[config.mk]
export PLATFORM = sky130hd
export DESIGN_NAME = keypad_scan_ctrl_flat
export DESIGN_NICKNAME = d
export VERILOG_FILES = /design/src/rtl/keypad_scan_ctrl_if.sv /design/src/rtl/keypad_scan_ctrl.sv /design/src/flat_wrapper.sv
export SDC_FILE = /design/constraint.sdc
export NUM_CORES = 1
export LEC_CHECK = 0
export ABC_AREA = 1
export CORE_MARGIN = 2
export CORE_UTILIZATION = 53
export CTS_BUF_LIST = sky130_fd_sc_hd__clkbuf_8
export CTS_CLUSTER_SIZE = 30
export DETAILED_ROUTE_END_ITERATION = 6
export GPL_TIMING_DRIVEN = 0
export PLACE_DENSITY = 0.86
export SYNTH_ARGS = -nofsm -noshare
export SYNTH_HDL_FRONTEND = slang
export SYNTH_SLANG_ARGS = --single-unit
[constraint.sdc]
create_clock -name sys_clk -period 1.74 [get_ports sys_clk]
set_clock_uncertainty 0.1 [all_clocks]
set_input_delay 0.522 -clock sys_clk [delete_from_list [all_inputs] [get_ports sys_clk]]
set_output_delay 0.522 -clock sys_clk [all_outputs]
set_load 0.03 [all_outputs]
[src/rtl/keypad_scan_ctrl_if.sv]
// keypad_scan_ctrl_if: keypad bundle; rows A-D out, columns E-G in, key_code/key_valid/key_held report out (master = scanner)
interface keypad_scan_ctrl_if;
  logic       E, F, G;
  logic       A, B, C, D;
  logic [3:0] key_code;
  logic       key_valid;
  logic       key_held;
  modport master (input E, F, G, output A, B, C, D, key_code, key_valid, key_held);
  modport slave (output E, F, G, input A, B, C, D, key_code, key_valid, key_held);
endinterface

[src/rtl/keypad_scan_ctrl.sv]
// keypad_scan_ctrl: 3x4 keypad row scanner with debounce; ports sys_clk, sys_rst, kp (rows A-D out, cols E-G in, key_code/key_valid/key_held out)
module keypad_scan_ctrl #(
  parameter int SCAN_DIV     = 16,
  parameter int DEBOUNCE_CNT = 4
) (
  input  logic               sys_clk,
  input  logic               sys_rst,
  keypad_scan_ctrl_if.master kp
);
  localparam int DW = $clog2(SCAN_DIV);
  localparam int CW = $clog2(DEBOUNCE_CNT + 1);
  typedef enum logic [1:0] {SCAN, CONFIRM, HOLD} state_t;
  state_t        state_q, state_d;
  logic [2:0]    s1_q, s2_q;
  logic [DW-1:0] dwell_q;
  logic [3:0]    row_q, row_d, row_nx;
  logic [1:0]    cand_row_q, cand_row_d, ri, ci;
  logic [2:0]    cand_col_q, cand_col_d;
  logic [CW-1:0] cnt_q, cnt_d, rel_q, rel_d;
  logic [3:0]    code_q, code_d;
  logic          valid_q, valid_d, held_q, held_d;
  logic          samp, one_hot;
  assign samp    = dwell_q == DW'(SCAN_DIV - 1);
  assign one_hot = s2_q inside {3'b001, 3'b010, 3'b100};
  assign row_nx  = {row_q[2:0], row_q[3]};
  assign ri      = row_q[3] ? 2'd3 : row_q[2] ? 2'd2 : row_q[1] ? 2'd1 : 2'd0;
  assign ci      = cand_col_q[2] ? 2'd2 : cand_col_q[1] ? 2'd1 : 2'd0;
  always_comb begin
    state_d    = state_q;
    row_d      = row_q;
    cand_row_d = cand_row_q;
    cand_col_d = cand_col_q;
    cnt_d      = cnt_q;
    rel_d      = rel_q;
    code_d     = code_q;
    valid_d    = 1'b0;
    held_d     = held_q;
    if (samp)
      case (state_q)
        SCAN:
          if (one_hot) begin
            cand_row_d = ri;
            cand_col_d = s2_q;
            cnt_d      = CW'(1);
            state_d    = CONFIRM;
          end else
            row_d = row_nx;
        CONFIRM:
          if (s2_q == cand_col_q) begin
            cnt_d = cnt_q + 1'b1;
            if (cnt_d == CW'(DEBOUNCE_CNT)) begin
              code_d  = {2'b00, cand_row_q} * 4'd3 + {2'b00, ci};
              valid_d = 1'b1;
              held_d  = 1'b1;
              rel_d   = '0;
              cnt_d   = '0;
              state_d = HOLD;
            end
          end else begin
            cnt_d   = '0;
            row_d   = row_nx;
            state_d = SCAN;
          end
        HOLD: begin
          rel_d = s2_q == 3'b000 ? rel_q + 1'b1 : '0;
          if (rel_d == CW'(DEBOUNCE_CNT)) begin
            rel_d   = '0;
            held_d  = 1'b0;
            row_d   = row_nx;
            state_d = SCAN;
          end
        end
        default: state_d = SCAN;
      endcase
  end
  always_ff @(posedge sys_clk)
    if (sys_rst) begin
      state_q    <= SCAN;
      s1_q       <= '0;
      s2_q       <= '0;
      dwell_q    <= '0;
      row_q      <= 4'b0001;
      cand_row_q <= '0;
      cand_col_q <= '0;
      cnt_q      <= '0;
      rel_q      <= '0;
      code_q     <= '0;
      valid_q    <= 1'b0;
      held_q     <= 1'b0;
    end else begin
      state_q    <= state_d;
      s1_q       <= {kp.G, kp.F, kp.E};
      s2_q       <= s1_q;
      dwell_q    <= samp ? '0 : dwell_q + 1'b1;
      row_q      <= row_d;
      cand_row_q <= cand_row_d;
      cand_col_q <= cand_col_d;
      cnt_q      <= cnt_d;
      rel_q      <= rel_d;
      code_q     <= code_d;
      valid_q    <= valid_d;
      held_q     <= held_d;
    end
  assign {kp.D, kp.C, kp.B, kp.A} = row_q;
  assign kp.key_code  = code_q;
  assign kp.key_valid = valid_q;
  assign kp.key_held  = held_q;
endmodule

[src/flat_wrapper.sv]
// flat-port wrapper written by rule: the top's interface ports become plain ports
module keypad_scan_ctrl_flat 
#(
  parameter int SCAN_DIV     = 16,
  parameter int DEBOUNCE_CNT = 4
)
  (sys_clk, sys_rst, kp_E, kp_F, kp_G, kp_A, kp_B, kp_C, kp_D, kp_key_code, kp_key_valid, kp_key_held);
  keypad_scan_ctrl_if kp_i ();
  input  logic sys_clk;
  input  logic sys_rst;
  input wire logic [$bits(kp_i.E)-1:0] kp_E;
  input wire logic [$bits(kp_i.F)-1:0] kp_F;
  input wire logic [$bits(kp_i.G)-1:0] kp_G;
  output wire logic [$bits(kp_i.A)-1:0] kp_A;
  output wire logic [$bits(kp_i.B)-1:0] kp_B;
  output wire logic [$bits(kp_i.C)-1:0] kp_C;
  output wire logic [$bits(kp_i.D)-1:0] kp_D;
  output wire logic [$bits(kp_i.key_code)-1:0] kp_key_code;
  output wire logic [$bits(kp_i.key_valid)-1:0] kp_key_valid;
  output wire logic [$bits(kp_i.key_held)-1:0] kp_key_held;
  assign kp_i.E = kp_E;
  assign kp_i.F = kp_F;
  assign kp_i.G = kp_G;
  assign kp_A = kp_i.A;
  assign kp_B = kp_i.B;
  assign kp_C = kp_i.C;
  assign kp_D = kp_i.D;
  assign kp_key_code = kp_i.key_code;
  assign kp_key_valid = kp_i.key_valid;
  assign kp_key_held = kp_i.key_held;
  keypad_scan_ctrl #(.SCAN_DIV(SCAN_DIV), .DEBOUNCE_CNT(DEBOUNCE_CNT)) u_core (.sys_clk(sys_clk), .sys_rst(sys_rst), .kp(kp_i));
endmodule
==> implementation parameters, run 1 <==
Parameter                              Value

Min path
  Cell count of the worst hold path ... 2
  Worst hold path endpoint ... u_core.s2_q[0]
  Type of the worst min-delay path ... register to register
  Start point of the worst min-delay path ... u_core.s1_q[0]

Power and ir drop
  Total power divided by cell area ... ~760 mW/mm2
  Overall power consumption ... 1.574 mW
  Leakage power of the design ... between 1 and 1.5 nW
  Largest voltage drop on the vdd net ... around 690 uV

Finish
  Fraction of the core area covered by cells at the end of the flow ... 0.6715
  Ant. Diodes ... 0
  Net count reported at finish ... between 200 and 300
  Fin cells ... a little under 300
  Layout cell share with drive strength beyond 1 ... 0.1660
  Growth of design area from synthesis to finish ... 19.19%
  Final instance area ... between 0.002 and 0.0025 mm2

Placement
  Count of input and output buffers ... 14
  Final weighted congestion in routability-driven placement ... just under 0.9
  Number of placed instances, taps included ... roughly 290
  Post-place instance area ... around 0.0019 mm2
  Half-perimeter wire length after placement ... ~2400 um

Floorplan
  Chip height ... 61.20 um
  Number of rows in the core area ... 20
  Total Die Area ... about 0.0037 mm2
  Num ports ... 15
  Core Box Area ... slightly above 0.003 mm2
  Die X ... approximately 60 um
  Initial Util ... 0.5634

Critical path
  Delay-heaviest family, CP ... adder cells
  Worst setup EP type ... register
  Critical path type ... register to register
  Launching element type of the critical path ... register
  Setup slack on the worst flop-to-flop path ... -80 ps
  Stage delay of the slowest cell on the critical path ... around 550 ps
  WP data arrival ... approximately 1900 ps
  Worst-path maximum fanout ... 2
  Required time at the worst-slack endpoint ... about 1800 ps
  Startpoint of the worst register-to-register path ... u_core.cand_row_q[0]
  WP buf/inv ... 0
  Worst-path cell chain ... fa_1 -> ha_2 -> fa_1 -> nor2_1 -> nor2_1
  Capturing point of the worst reg2reg path ... u_core.kp.key_code[2]
  Count of cells along the worst register-to-register path ... 5
  Slowest-stage cell, CP ... sky130_fd_sc_hd__fa_1

Routing
  Routed wirelength normalized by instance count ... between 10 and 15 um
  Detailed-route DRC error count ... 0
  Per-cell via count in the routed design ... 4.889
  Via total after detailed routing ... roughly 1500
  Post-detailed-routing wire length ... about 3300 um
  DRC marker count from the first detailed-route iteration ... 87
  Antenna viol nets, final ... 0
  1st-pass router iterations ... 4

STA
  Final Hold Fails ... 0
  Minimum hold slack ... approximately 300 ps
  Maximum frequency from static timing analysis ... roughly 550 MHz
  Fin. max-slew vios ... 0
  Worst rel slew slack ... 0.6918
  Setup violations, final ... 2
  Slack of the critical path ... -77.46 ps
  Final min period ... around 1800 ps
  Setup repair after global routing missed its margin ... yes
  Post-route fraction of the period consumed by the critical path ... 1.045
  Transition time at the pin with the least slew margin ... roughly 460 ps

Synthesis
  Leading register cell type out of synthesis ... sky130_fd_sc_hd__dfxtp_1
  Cells taking the most area after synthesis ... sky130_fd_sc_hd__dfxtp_1 38%, sky130_fd_sc_hd__nand2_1 8.9%, sky130_fd_sc_hd__ha_1 7.9%
  Mapped Area ... 0.001734 mm2
  Number of storage elements in the synthesis netlist ... 33
  Cell with the most instances after synthesis ... sky130_fd_sc_hd__nand2_1
  Number of flops mapped to enable cells by yosys ... 0
  Sequential-to-total area share from yosys stat ... 0.3810
  Average size of a mapped cell ... 7.573 um2
  Area fraction of the dominant cell type after synthesis ... 0.3810
  Syn Nets ... between 200 and 250
  Number of warnings printed during yosys synthesis ... 0
  Library cells used by synthesis ... 29
  Fraction of registers with async set or reset after synthesis ... 0
  Most area-hungry cell type in the Yosys netlist ... sky130_fd_sc_hd__dfxtp_1
  Commonest cells in the synthesized netlist ... 41 x sky130_fd_sc_hd__nand2_1, 35 x sky130_fd_sc_hd__inv_1, 35 x sky130_fd_sc_hd__nor2_1, 33 x sky130_fd_sc_hd__dfxtp_1, 12 x sky130_fd_sc_hd__nand3_1
  Post-Syn Instances ... between 200 and 250

Clock tree
  Number of clock sinks ... 33
  Cell at the root of the clock tree ... sky130_fd_sc_hd__clkbuf_8
  Number of buffers added by the clock tree synthesis step ... 5
  TritonCTS clock tree ... built
  Clock insertion delay at the later pin of the skew report ... between 200 and 300 ps
  Post-CTS clock slew at the launch and capture registers of the worst setup and hold paths ... ~70 ps
  Maximum buffer depth of the clock tree ... 2
  # hold bufs at CTS ... 0
  Number of H-tree levels ... 2

GRT
  All-Layer GR Usage ... 0.2078
  Maximum number of pins on one net before global-route repair ... 13
  First-pass GRT wire length ... about 5600 um
  Initial antenna violation count ... 0
  Remaining global-route overflow ... 0
  Vias in the first global route ... 1365

Run status
  Result of the run ... finished with violations
  Violated checks ... setup timing

Flow run
  Max-capacitance violation count ... 0
==> per-layer routing <==
layer / up-vias / GRT usage / share of wire / wire (um)
met3: 7 / 0.06933 / 0.043 / 141
met2: 36 / 0.3404 / 0.47 / 1555
li1: 758 / - / - / -
met4: 0 / 0.1118 / 0.027 / 88
met5: - / 0 / 0 / 0
met1: 651 / 0.2390 / 0.45 / 1488
==> worst register-to-register path: stages (launching register included) <==
cell and delay (ps):
sky130_fd_sc_hd__dfxtp_2 340, sky130_fd_sc_hd__fa_1 550, sky130_fd_sc_hd__ha_2 190, sky130_fd_sc_hd__fa_1 410, sky130_fd_sc_hd__nor2_1 90, sky130_fd_sc_hd__nor2_1 50
==> worst max path at each step <==
stage / startpoint / endpoint / slack [ps] / cells after the start
after detailed placement: sys_rst / u_core.cand_row_q[0] / -200 / 5
after floorplan: u_core.cand_col_q[2] / u_core.kp.key_code[2] / -30 / 5
after global routing: u_core.cand_row_q[0] / u_core.kp.key_code[2] / -150 / 5
after global placement: sys_rst / u_core.cand_row_q[0] / -210 / 5
after CTS: u_core.cand_row_q[0] / u_core.kp.key_code[2] / -80 / 5
final: u_core.cand_row_q[0] / u_core.kp.key_code[2] / -80 / 5
==> layout make-up <==
class / instances / area (um2)
plain buffers: 3 / 13.76
repair buffers: 16 / 142.6
fillers: 243 / 1011
well taps: 44 / 55.05
clock buffers: 5 / 68.82
inverters: 37 / 138.9
multi-input cells: 156 / 934.6
flip-flops and latches: 33 / 666.9
clock inverters: 3 / 46.29
==> timing repair <==
item | 4_1_cts | 5_1_grt
resized for setup | 13 | 6
buffers inserted | 2 | 0
pin swaps | 3 | 2
cloned | 0 | 0
endpoints found under the setup margin | 12 | 12
==> sequential cells by signal, indices dropped and copies added, names as in the netlist, 3 cells and up <==
register            flops
u_core.kp.key_code      4
u_core.dwell_q          4
u_core.row_q            4
u_core.s1_q             3
u_core.s2_q             3
u_core.cand_col_q       3
u_core.rel_q            3
u_core.cnt_q            3
==> power breakdown <==
part           internal [mW]  switching [mW]  total (mW)
combinational         0.0307          0.0482      0.0789
sequential             0.766         0.00872       0.774
clock                  0.428           0.293       0.721
==> cell usage in the layout, fill, tap and decap left out, types with 2 or more instances in the layout <==
cell / n
sky130_fd_sc_hd__nor3_1: 2
sky130_fd_sc_hd__xnor2_1: 2
sky130_fd_sc_hd__ha_1: 8
sky130_fd_sc_hd__ha_2: 3
sky130_fd_sc_hd__nand2_2: 2
sky130_fd_sc_hd__buf_4: 2
sky130_fd_sc_hd__o21ai_1: 6
sky130_fd_sc_hd__inv_1: 35
sky130_fd_sc_hd__inv_2: 2
sky130_fd_sc_hd__clkdlybuf4s50_1: 4
sky130_fd_sc_hd__clkbuf_8: 5
sky130_fd_sc_hd__nor2_2: 5
sky130_fd_sc_hd__nand2_1: 41
sky130_fd_sc_hd__nor2_1: 35
sky130_fd_sc_hd__fa_1: 2
sky130_fd_sc_hd__dfxtp_1: 30
sky130_fd_sc_hd__o21ai_0: 8
sky130_fd_sc_hd__nand3_1: 12
sky130_fd_sc_hd__dfxtp_2: 2
sky130_fd_sc_hd__dlygate4sd2_1: 10
sky130_fd_sc_hd__nor2_4: 4
sky130_fd_sc_hd__a21oi_1: 10
sky130_fd_sc_hd__a21oi_2: 2
sky130_fd_sc_hd__nand2_4: 4
sky130_fd_sc_hd__o211ai_1: 2
==> stage by stage <==
stage | setup slack (ps) | setup TNS (ps)
floorplan | -26.85 | -26.85
global placement | -209.5 | -2035
detailed placement | -199.6 | -2080
CTS | -80.33 | -92.49
global route | -149.1 | -243.2
finish | -77.46 | -86.60
==> kinds of logic (layout without fill, tap and decap cells) <==
logic type,count (synthesis),in the layout,synth area share
buffers and inverters,40,64,0.08730
AOI/OAI and AO/OA,28,28,0.08802
adders and majority gates,13,13,0.1025
xor gates and xnor gates,2,2,0.01010
and+or+nand+nor,113,113,0.3312
DFF,33,33,0.3810
Note: power is estimated with default switching activity, not from simulation.
==> run 2, diff against run 1 <==
--- a/config.mk
+++ b/config.mk
@@ -12,6 +12,7 @@
 export CTS_CLUSTER_SIZE = 30
 export DETAILED_ROUTE_END_ITERATION = 6
 export GPL_TIMING_DRIVEN = 0
+export HOLD_SLACK_MARGIN = 0.12
 export PLACE_DENSITY = 0.86
 export SYNTH_ARGS = -nofsm -noshare
 export SYNTH_HDL_FRONTEND = slang
==> results of run 2 <==
The final DEF is identical to that of run 1; final timing and power are the same.
==> run 3, diff against run 2 <==
--- a/config.mk
+++ b/config.mk
@@ -11,6 +11,7 @@
 export CTS_BUF_LIST = sky130_fd_sc_hd__clkbuf_8
 export CTS_CLUSTER_SIZE = 30
 export DETAILED_ROUTE_END_ITERATION = 6
+export GPL_ROUTABILITY_DRIVEN = 0
 export GPL_TIMING_DRIVEN = 0
 export HOLD_SLACK_MARGIN = 0.12
 export PLACE_DENSITY = 0.86
==> results of run 3 <==
The final DEF is identical to that of run 1; final timing and power are the same.
